**config.mk**
```make
export PLATFORM = sky130hd
export DESIGN_NAME = knn_distance_sequencer
export DESIGN_NICKNAME = d
export VERILOG_FILES = /design/src/rtl/knn_distance_sequencer.sv
export SDC_FILE = /design/constraint.sdc
export NUM_CORES = 1
export LEC_CHECK = 0
export CORE_MARGIN = 3
export CORE_UTILIZATION = 52
export CTS_BUF_LIST = sky130_fd_sc_hd__clkbuf_8 sky130_fd_sc_hd__clkbuf_16
export DETAILED_ROUTE_END_ITERATION = 8
export GPL_TIMING_DRIVEN = 1
export PLACE_DENSITY_LB_ADDON = 0.12
export SLEW_MARGIN = 0
export SYNTH_ARGS = -nofsm -noshare
export SYNTH_HDL_FRONTEND = slang
export SYNTH_SLANG_ARGS = --single-unit
```
**constraint.sdc**
```tcl
create_clock -name clk -period 3.2 [get_ports clk]
set_clock_uncertainty 0.05 [all_clocks]
set_input_delay 0.96 -clock clk [delete_from_list [all_inputs] [get_ports clk]]
set_output_delay 0.96 -clock clk [all_outputs]
set_load 0.01 [all_outputs]
```
**src/rtl/knn_distance_sequencer.sv**
```systemverilog
// rtl/knn_distance_sequencer.sv - nearest-neighbour scan controller: fetch, launch, wait, compare per entry.
// Optional build macro KNN_EARLY_EXIT_EN: stop the scan as soon as a zero distance is seen.
module knn_distance_sequencer #(
  parameter int NUM_SAMPLES = 16,
  parameter int ADDR_W      = 4,
  parameter int DIST_W      = 48,
  parameter int LABEL_W     = 4
) (
  input  logic               clk,
  input  logic               rst_n,
  input  logic               start,
  input  logic [ADDR_W:0]    num_samples,
  output logic               busy,
  output logic               done,
  output logic               mem_rd_en,
  output logic [ADDR_W-1:0]  mem_addr,
  input  logic [LABEL_W-1:0] mem_label,
  output logic               calc_start,
  input  logic               calc_done,
  input  logic [DIST_W-1:0]  calc_distance,
  output logic               result_valid,
  output logic [ADDR_W-1:0]  best_index,
  output logic [DIST_W-1:0]  best_distance,
  output logic [LABEL_W-1:0] best_label
);

  typedef enum logic [2:0] {
    S_IDLE,
    S_FETCH,
    S_LAUNCH,
    S_WAIT,
    S_UPDATE,
    S_DONE
  } state_t;

  localparam logic [ADDR_W:0] MAX_COUNT = (ADDR_W+1)'(NUM_SAMPLES);
  localparam logic [ADDR_W:0] ONE       = (ADDR_W+1)'(1);

  state_t              state;
  logic [ADDR_W-1:0]   index;
  logic [ADDR_W:0]     count;
  logic [LABEL_W-1:0]  cur_label;
  logic [DIST_W-1:0]   cur_distance;

  logic [ADDR_W:0]     num_clamped;
  logic                last_entry;
  logic                finish_scan;
  logic [ADDR_W-1:0]   next_index;

  always_comb begin
    num_clamped = (num_samples > MAX_COUNT) ? MAX_COUNT : num_samples;
    last_entry  = ({1'b0, index} == (count - ONE));
    next_index  = index + 1'b1;
`ifdef KNN_EARLY_EXIT_EN
    // An exact match cannot be beaten, so the remaining entries are skipped.
    finish_scan = last_entry || (cur_distance == '0);
`else
    finish_scan = last_entry;
`endif
  end

  always_ff @(posedge clk) begin
    if (!rst_n) begin
      state         <= S_IDLE;
      index         <= '0;
      count         <= '0;
      cur_label     <= '0;
      cur_distance  <= '0;
      busy          <= 1'b0;
      done          <= 1'b0;
      mem_rd_en     <= 1'b0;
      mem_addr      <= '0;
      calc_start    <= 1'b0;
      result_valid  <= 1'b0;
      best_index    <= '0;
      best_distance <= '1;
      best_label    <= '0;
    end else begin
      done       <= 1'b0;
      mem_rd_en  <= 1'b0;
      calc_start <= 1'b0;
      case (state)
        S_IDLE: begin
          if (start) begin
            count         <= num_clamped;
            index         <= '0;
            best_distance <= '1;
            result_valid  <= 1'b0;
            busy          <= 1'b1;
            if (num_clamped != '0) begin
              state     <= S_FETCH;
              mem_rd_en <= 1'b1;
              mem_addr  <= '0;
            end else begin
              state <= S_DONE;
              done  <= 1'b1;
            end
          end
        end
        S_FETCH: begin
          state      <= S_LAUNCH;
          calc_start <= 1'b1;
        end
        S_LAUNCH: begin
          // Memory read latency is one cycle, so the label lands here.
          cur_label <= mem_label;
          state     <= S_WAIT;
        end
        S_WAIT: begin
          if (calc_done) begin
            cur_distance <= calc_distance;
            state        <= S_UPDATE;
          end
        end
        S_UPDATE: begin
          // Strict compare: on a tie the earlier (lower) index is kept.
          if (cur_distance < best_distance) begin
            best_distance <= cur_distance;
            best_index    <= index;
            best_label    <= cur_label;
          end
          if (finish_scan) begin
            state        <= S_DONE;
            done         <= 1'b1;
            result_valid <= 1'b1;
          end else begin
            index     <= next_index;
            state     <= S_FETCH;
            mem_rd_en <= 1'b1;
            mem_addr  <= next_index;
          end
        end
        S_DONE: begin
          busy  <= 1'b0;
          state <= S_IDLE;
        end
        default: begin
          state <= S_IDLE;
          busy  <= 1'b0;
        end
      endcase
    end
  end

endmodule

```
* Word level (Yosys, flattened, before mapping)
Cells that the tools add are included. Widths: inputs -> output; s select.
Word-level totals: output and inout port bits 65, bits of input ports 61, bits in registers 129, logic and storage cells 72
Operators by class: equality and inequality tests 11, bitwise logic cells 1, order comparisons 2, multiplexer cells 29, reduce and logical (&&, ||, !) cells 13, add/subtract/negate cells 2
Operators with widths (number):
- $mux 48 | 2
- $pmux 48 s2 | 1
- $lt 48x48->1 | 1
- $mux 4 | 4
- $pmux 4 s2 | 2
- $pmux 3 s5 | 1
- $mux 3 | 4
- $ne 2x2->1 const B | 6
- $mux 1 | 10
- $reduce_and 2->1 | 5
- $reduce_and 3->1 | 3
- $pmux 1 s2 | 4
- $eq 3x2->1 const B | 2
- $eq 4x5->1 | 1
- $gt 5x5->1 const B | 1
- $mux 5 | 1
- $reduce_bool 5->1 | 1
- $sub 5x1->5 const B | 1
- $add 4x1->4 const B | 1
- $reduce_and 4->1 | 1
- $reduce_or 4->1 | 1
- $eq 3x1->1 const B | 1
- $eq 3x3->1 const B | 1
- $logic_not 3->1 | 1
- 2 further kinds | 2

* Depth between registers and ports, before layout
depth after elaboration 6, gate-level depth with buffers 11, depth with buffers taken out 8

* Worst setup path before layout
OpenSTA, ideal clock, no wires.
kind register to register, from reg best_distance[47], to reg best_distance[35], data required time 3.078 ns, data arrival time 2.420 ns, cell stages (with the launch flop) 12, library setup time 0.072 ns, setup slack 0.659 ns, cells stage by stage dfxtp_1 -> inv_1 -> ha_1 -> nand4_1 -> nor4_4 -> nand3_1 -> o211ai_1 -> a2111o_1 -> buf_4 -> buf_8 -> buf_8 -> mux2i_1
Between the ends: word-level cells in the longest chain between the ends 3
RTL lines:
- start: declaration | line 23 | output logic [DIST_W-1:0] best_distance,
- start signal: assignment | line 118 | best_distance <= cur_distance;
- $lt 48x48->1 | line 117 | if (cur_distance < best_distance) begin
- $ne 2x2->1 (no source line)
- $reduce_and 3->1 (no source line)
No other way between the ends. A chain may end at the register's enable or synchronous reset.

* Final worst setup path
from reg best_distance[45], to reg best_distance[18]
The elaborated chain is that of the path after synthesis.

==> results.toml <==
[placement]
gp_congestion = 0.814
dp_hpwl_mm = 10.8
port_buffers = 125

[synthesis]
synth-compound-area-share = 0.130
synth_top_cell_by_area = "dfxtp_1"
synth.net_count = 848
yosys.area.top_type_share = 0.409
ys_ff_latch = 129
synthXorXnorAreaFrac = 0.00833
synthFlopType = "dfxtp_1"
synth_top_family_by_area = "simple AND/OR/NAND/NOR gates"
synth_cell_types = 48
ys.warnings.count = 0
postSynthAreaPerCell_um2 = 8.55
synth_fa_ha_area_frac = 0.0971
synth-seq-area-share = 0.409
synth-simple-area-share = 0.200
async_flop_share = 0
yosys-mux-area-fraction = 0.0967
synth-edff-count = 0
synth.area.top_cells = "dfxtp_1 (41%), ha_1 (9.7%), mux2i_1 (9.7%), nand2_1 (8.0%), nor2_1 (6.1%)"
syn-instance-count = 738
synth_area_um2 = 6310

[setup_path]
ff2ff_setup_slack_ns = 0.24
crit_type = "reg2reg"
critPathSlowestCell = "nor4_4"
slowest_delay_ns = 0.43
regToRegEndpoint = "best_distance[18]"
end_kind = "register"
crit_chain = "inv_1 > ha_1 > nand4_1 > nor4_4 > nand3_1 > o211ai_1 > a2111o_2 > buf_12 > mux2i_1"
critPathLaunch = "best_distance[45]"
reg2regPathDepth = 9
cp-start-kind = "register"
crit_end = "best_distance[18]"
r2r-start = "best_distance[45]"
required_ns = 3.48
cp.arrival_ns = 3.24
crit_fanout = 29

[clocking]
clkTransAtPathRegs_ns = 0.05
cts.path.max_buffers = 2
numCtsBuffers = 17
clk_latency_ns = 0.42
h-tree-depth = 4
ctsResizeCount = 0
root_buffer = "clkbuf_16"
clock_sinks = 129
cts_setup_buffers = 0
postCtsHoldBufs = 0
tritoncts = "yes"

[grt]
grt_pass1_wl_mm = 25.6
track_usage = 0.242
first_global_vias = 5490
antenna_found_initial = 0
grt_overflow = 0
grt_max_degree = 87

[cells_and_area]
antenna_cells = 0
nFillCells = 948
multi_input_area_um2 = 3370
seq_area_um2 = 2580
drive_gt1_frac = 0.0622
fin_util = 0.708
num-nets-final = 966
area_delta_synth_final_pct = 30.8

[floorplanning]
start_util = 0.541
num_rows = 39
ioPinCount = 126
die_w_um = 116
core-area_um2 = 11700
fp.dieH_um = 116
die_area_um2 = 13500

[timing]
fin_tns_setup_ns = 0
fmax_mhz = 338
min_period_over_period = 0.925
rsz0062_at_grt = "false"
maxSlewViolCount = 0
slew-limit-headroom = 0.464
hold_viol = 0
final-setup-viol-count = 0
worst_pin_slew_ns = 0.803
final.min_clock_period_ns = 2.96

[power]
pwr-share-clk = 0.488
p_sw_w = 0.000804
pwr-share-comb = 0.065
cellPowerDensity_nw_per_um2 = 446
power.leakage_nw = 4.20
p_sw_frac = 0.218
seq_power_share = 0.447
peakVddDrop_uv = 415
p_int_w = 0.00288

[worst_hold_path]
min-delay-start = "cur_label[3]"
hp-class = "reg2reg"

[detailed_routing]
finalWirelength_mm = 15.7
ant_nets = 0
routed_via_density = 5.34
drc = 0
dr.pass1.iters = 4
drt_iter0_markers = 337
detail_route.wl_per_cell_um = 15.5
vias = 5396

[flow_run]
maxCapViolations = 0

[status]
status = "finished clean"
layer usage:
| layer | part of all wire | wire [µm] | vias up | GRT usage |
|---|---|---|---|---|
| li1 | - | - | 2709 | - |
| met1 | 0.42 | 6600 | 2539 | 0.276 |
| met2 | 0.51 | 7930 | 124 | 0.425 |
| met3 | 0.053 | 824 | 24 | 0.0741 |
| met4 | 0.021 | 325 | 0 | 0.0889 |
| met5 | 0 | 0 | - | 0 |
cell usage in the layout, fill, tap and decap left out, drive strengths merged, types with 6 or more instances in the layout:
| cell | synthesis | routed |
|---|---|---|
| nor2 | 104 | 104 |
| o21ai | 12 | 12 |
| a21oi | 22 | 22 |
| buf | 7 | 12 |
| clkdlybuf4s50 | 0 | 124 |
| dfxtp | 129 | 129 |
| nor2b | 11 | 11 |
| ha | 49 | 49 |
| nand2 | 134 | 134 |
| nand4 | 6 | 6 |
| a21boi | 50 | 50 |
| nor3 | 8 | 8 |
| mux2i | 61 | 61 |
| a21o | 7 | 7 |
| nand3 | 10 | 10 |
| inv | 52 | 56 |
| clkbuf | 30 | 21 |
power by group through the flow:
stage	Sequential [W]	Clock, W	Combinational, W
after floorplan	0.00168	0	0.000114
after global placement	0.00168	0	0.000233
after detailed placement	0.00168	0	0.000238
after CTS	0.00165	0.00182	0.000241
after global routing	0.00165	0.00190	0.000260
final	0.00165	0.00180	0.000240
metrics by stage:
| step | std cells | worst slack (ns) | hold slack, ns | cell area (µm²) | power (W) |
|---|---|---|---|---|---|
| after floorplan | 738 | 0.659 | 0.387 | 6310 | 0.00179 |
| after global placement | 980 | 0.384 | 0.397 | 7710 | 0.00191 |
| after detailed placement | 980 | 0.294 | 0.406 | 7710 | 0.00192 |
| after CTS | 1011 | 0.219 | 0.415 | 8260 | 0.00370 |
| after global routing | 1011 | 0.0533 | 0.438 | 8260 | 0.00381 |
| final | 1011 | 0.240 | 0.413 | 8260 | 0.00368 |
synth_stat cells (2+ instances only):
library cell and n:
buf_8 2, dfxtp_1 129, a21boi_0 50, o21ai_1 2, buf_4 4, o21ai_0 9, and4_1 3, nand2_1 134
nor3b_1 4, ha_1 49, nand4_1 6, nor3_1 8, xnor2_1 4, a221oi_1 2, a221oi_2 2, nand2b_1 2
nor2b_1 11, inv_1 52, a31o_2 2, nor4bb_1 2, nand3_1 10, clkbuf_1 30, a31oi_1 3, mux2i_1 61
and2_1 2, xor2_1 2, a211oi_1 3, a21oi_1 22, a21o_1 7, nor2_1 103
critical path: cells and delay by family, from the launching register on:
| kind | cells | cell delay [ns] |
|---|---|---|
| AO/OA/AOI/OAI | 2 | 0.72 |
| buffers and inverters | 2 | 0.33 |
| multiplexers | 1 | 0.26 |
| flip-flops | 1 | 0.36 |
| AND/OR/NAND/NOR | 3 | 0.83 |
| adder cells (fa/ha/maj) | 1 | 0.29 |
registers in the layout, indices dropped and copies added (netlist names), 3 cells and up:
register and count:
state 3, cur_distance 48, index 4, mem_addr 4, cur_label 4, best_index 4, best_label 4, count 5
best_distance 48
cells by family after synthesis:
kind of cell | after synthesis
AND/OR/NAND/NOR | 291
AO/OA/AOI/OAI | 113
adder cells (fa/ha/maj) | 49
buffers and inverters | 89
multiplexers | 61
XOR/XNOR | 6
flip-flops | 129
layout make-up:
class	count	share of cell area
repair buffers	136	0.167
clock inverters	10	0.00848
clock buffers	21	0.0582
inverters	52	0.0236
multi-input cells	520	0.408
well taps	143	0.0217
flip-flops and latches	129	0.313
worst min-delay path by stage:
stage / end / slack [ns] / cells past startpoint
after floorplan: best_label[0] / 0.39 / 2
after global placement: best_label[1] / 0.40 / 2
after detailed placement: best_index[3] / 0.41 / 2
after CTS: best_label[3] / 0.41 / 2
after global routing: best_label[3] / 0.44 / 2
final: best_label[3] / 0.41 / 2
(Power assumes the default switching activity.)
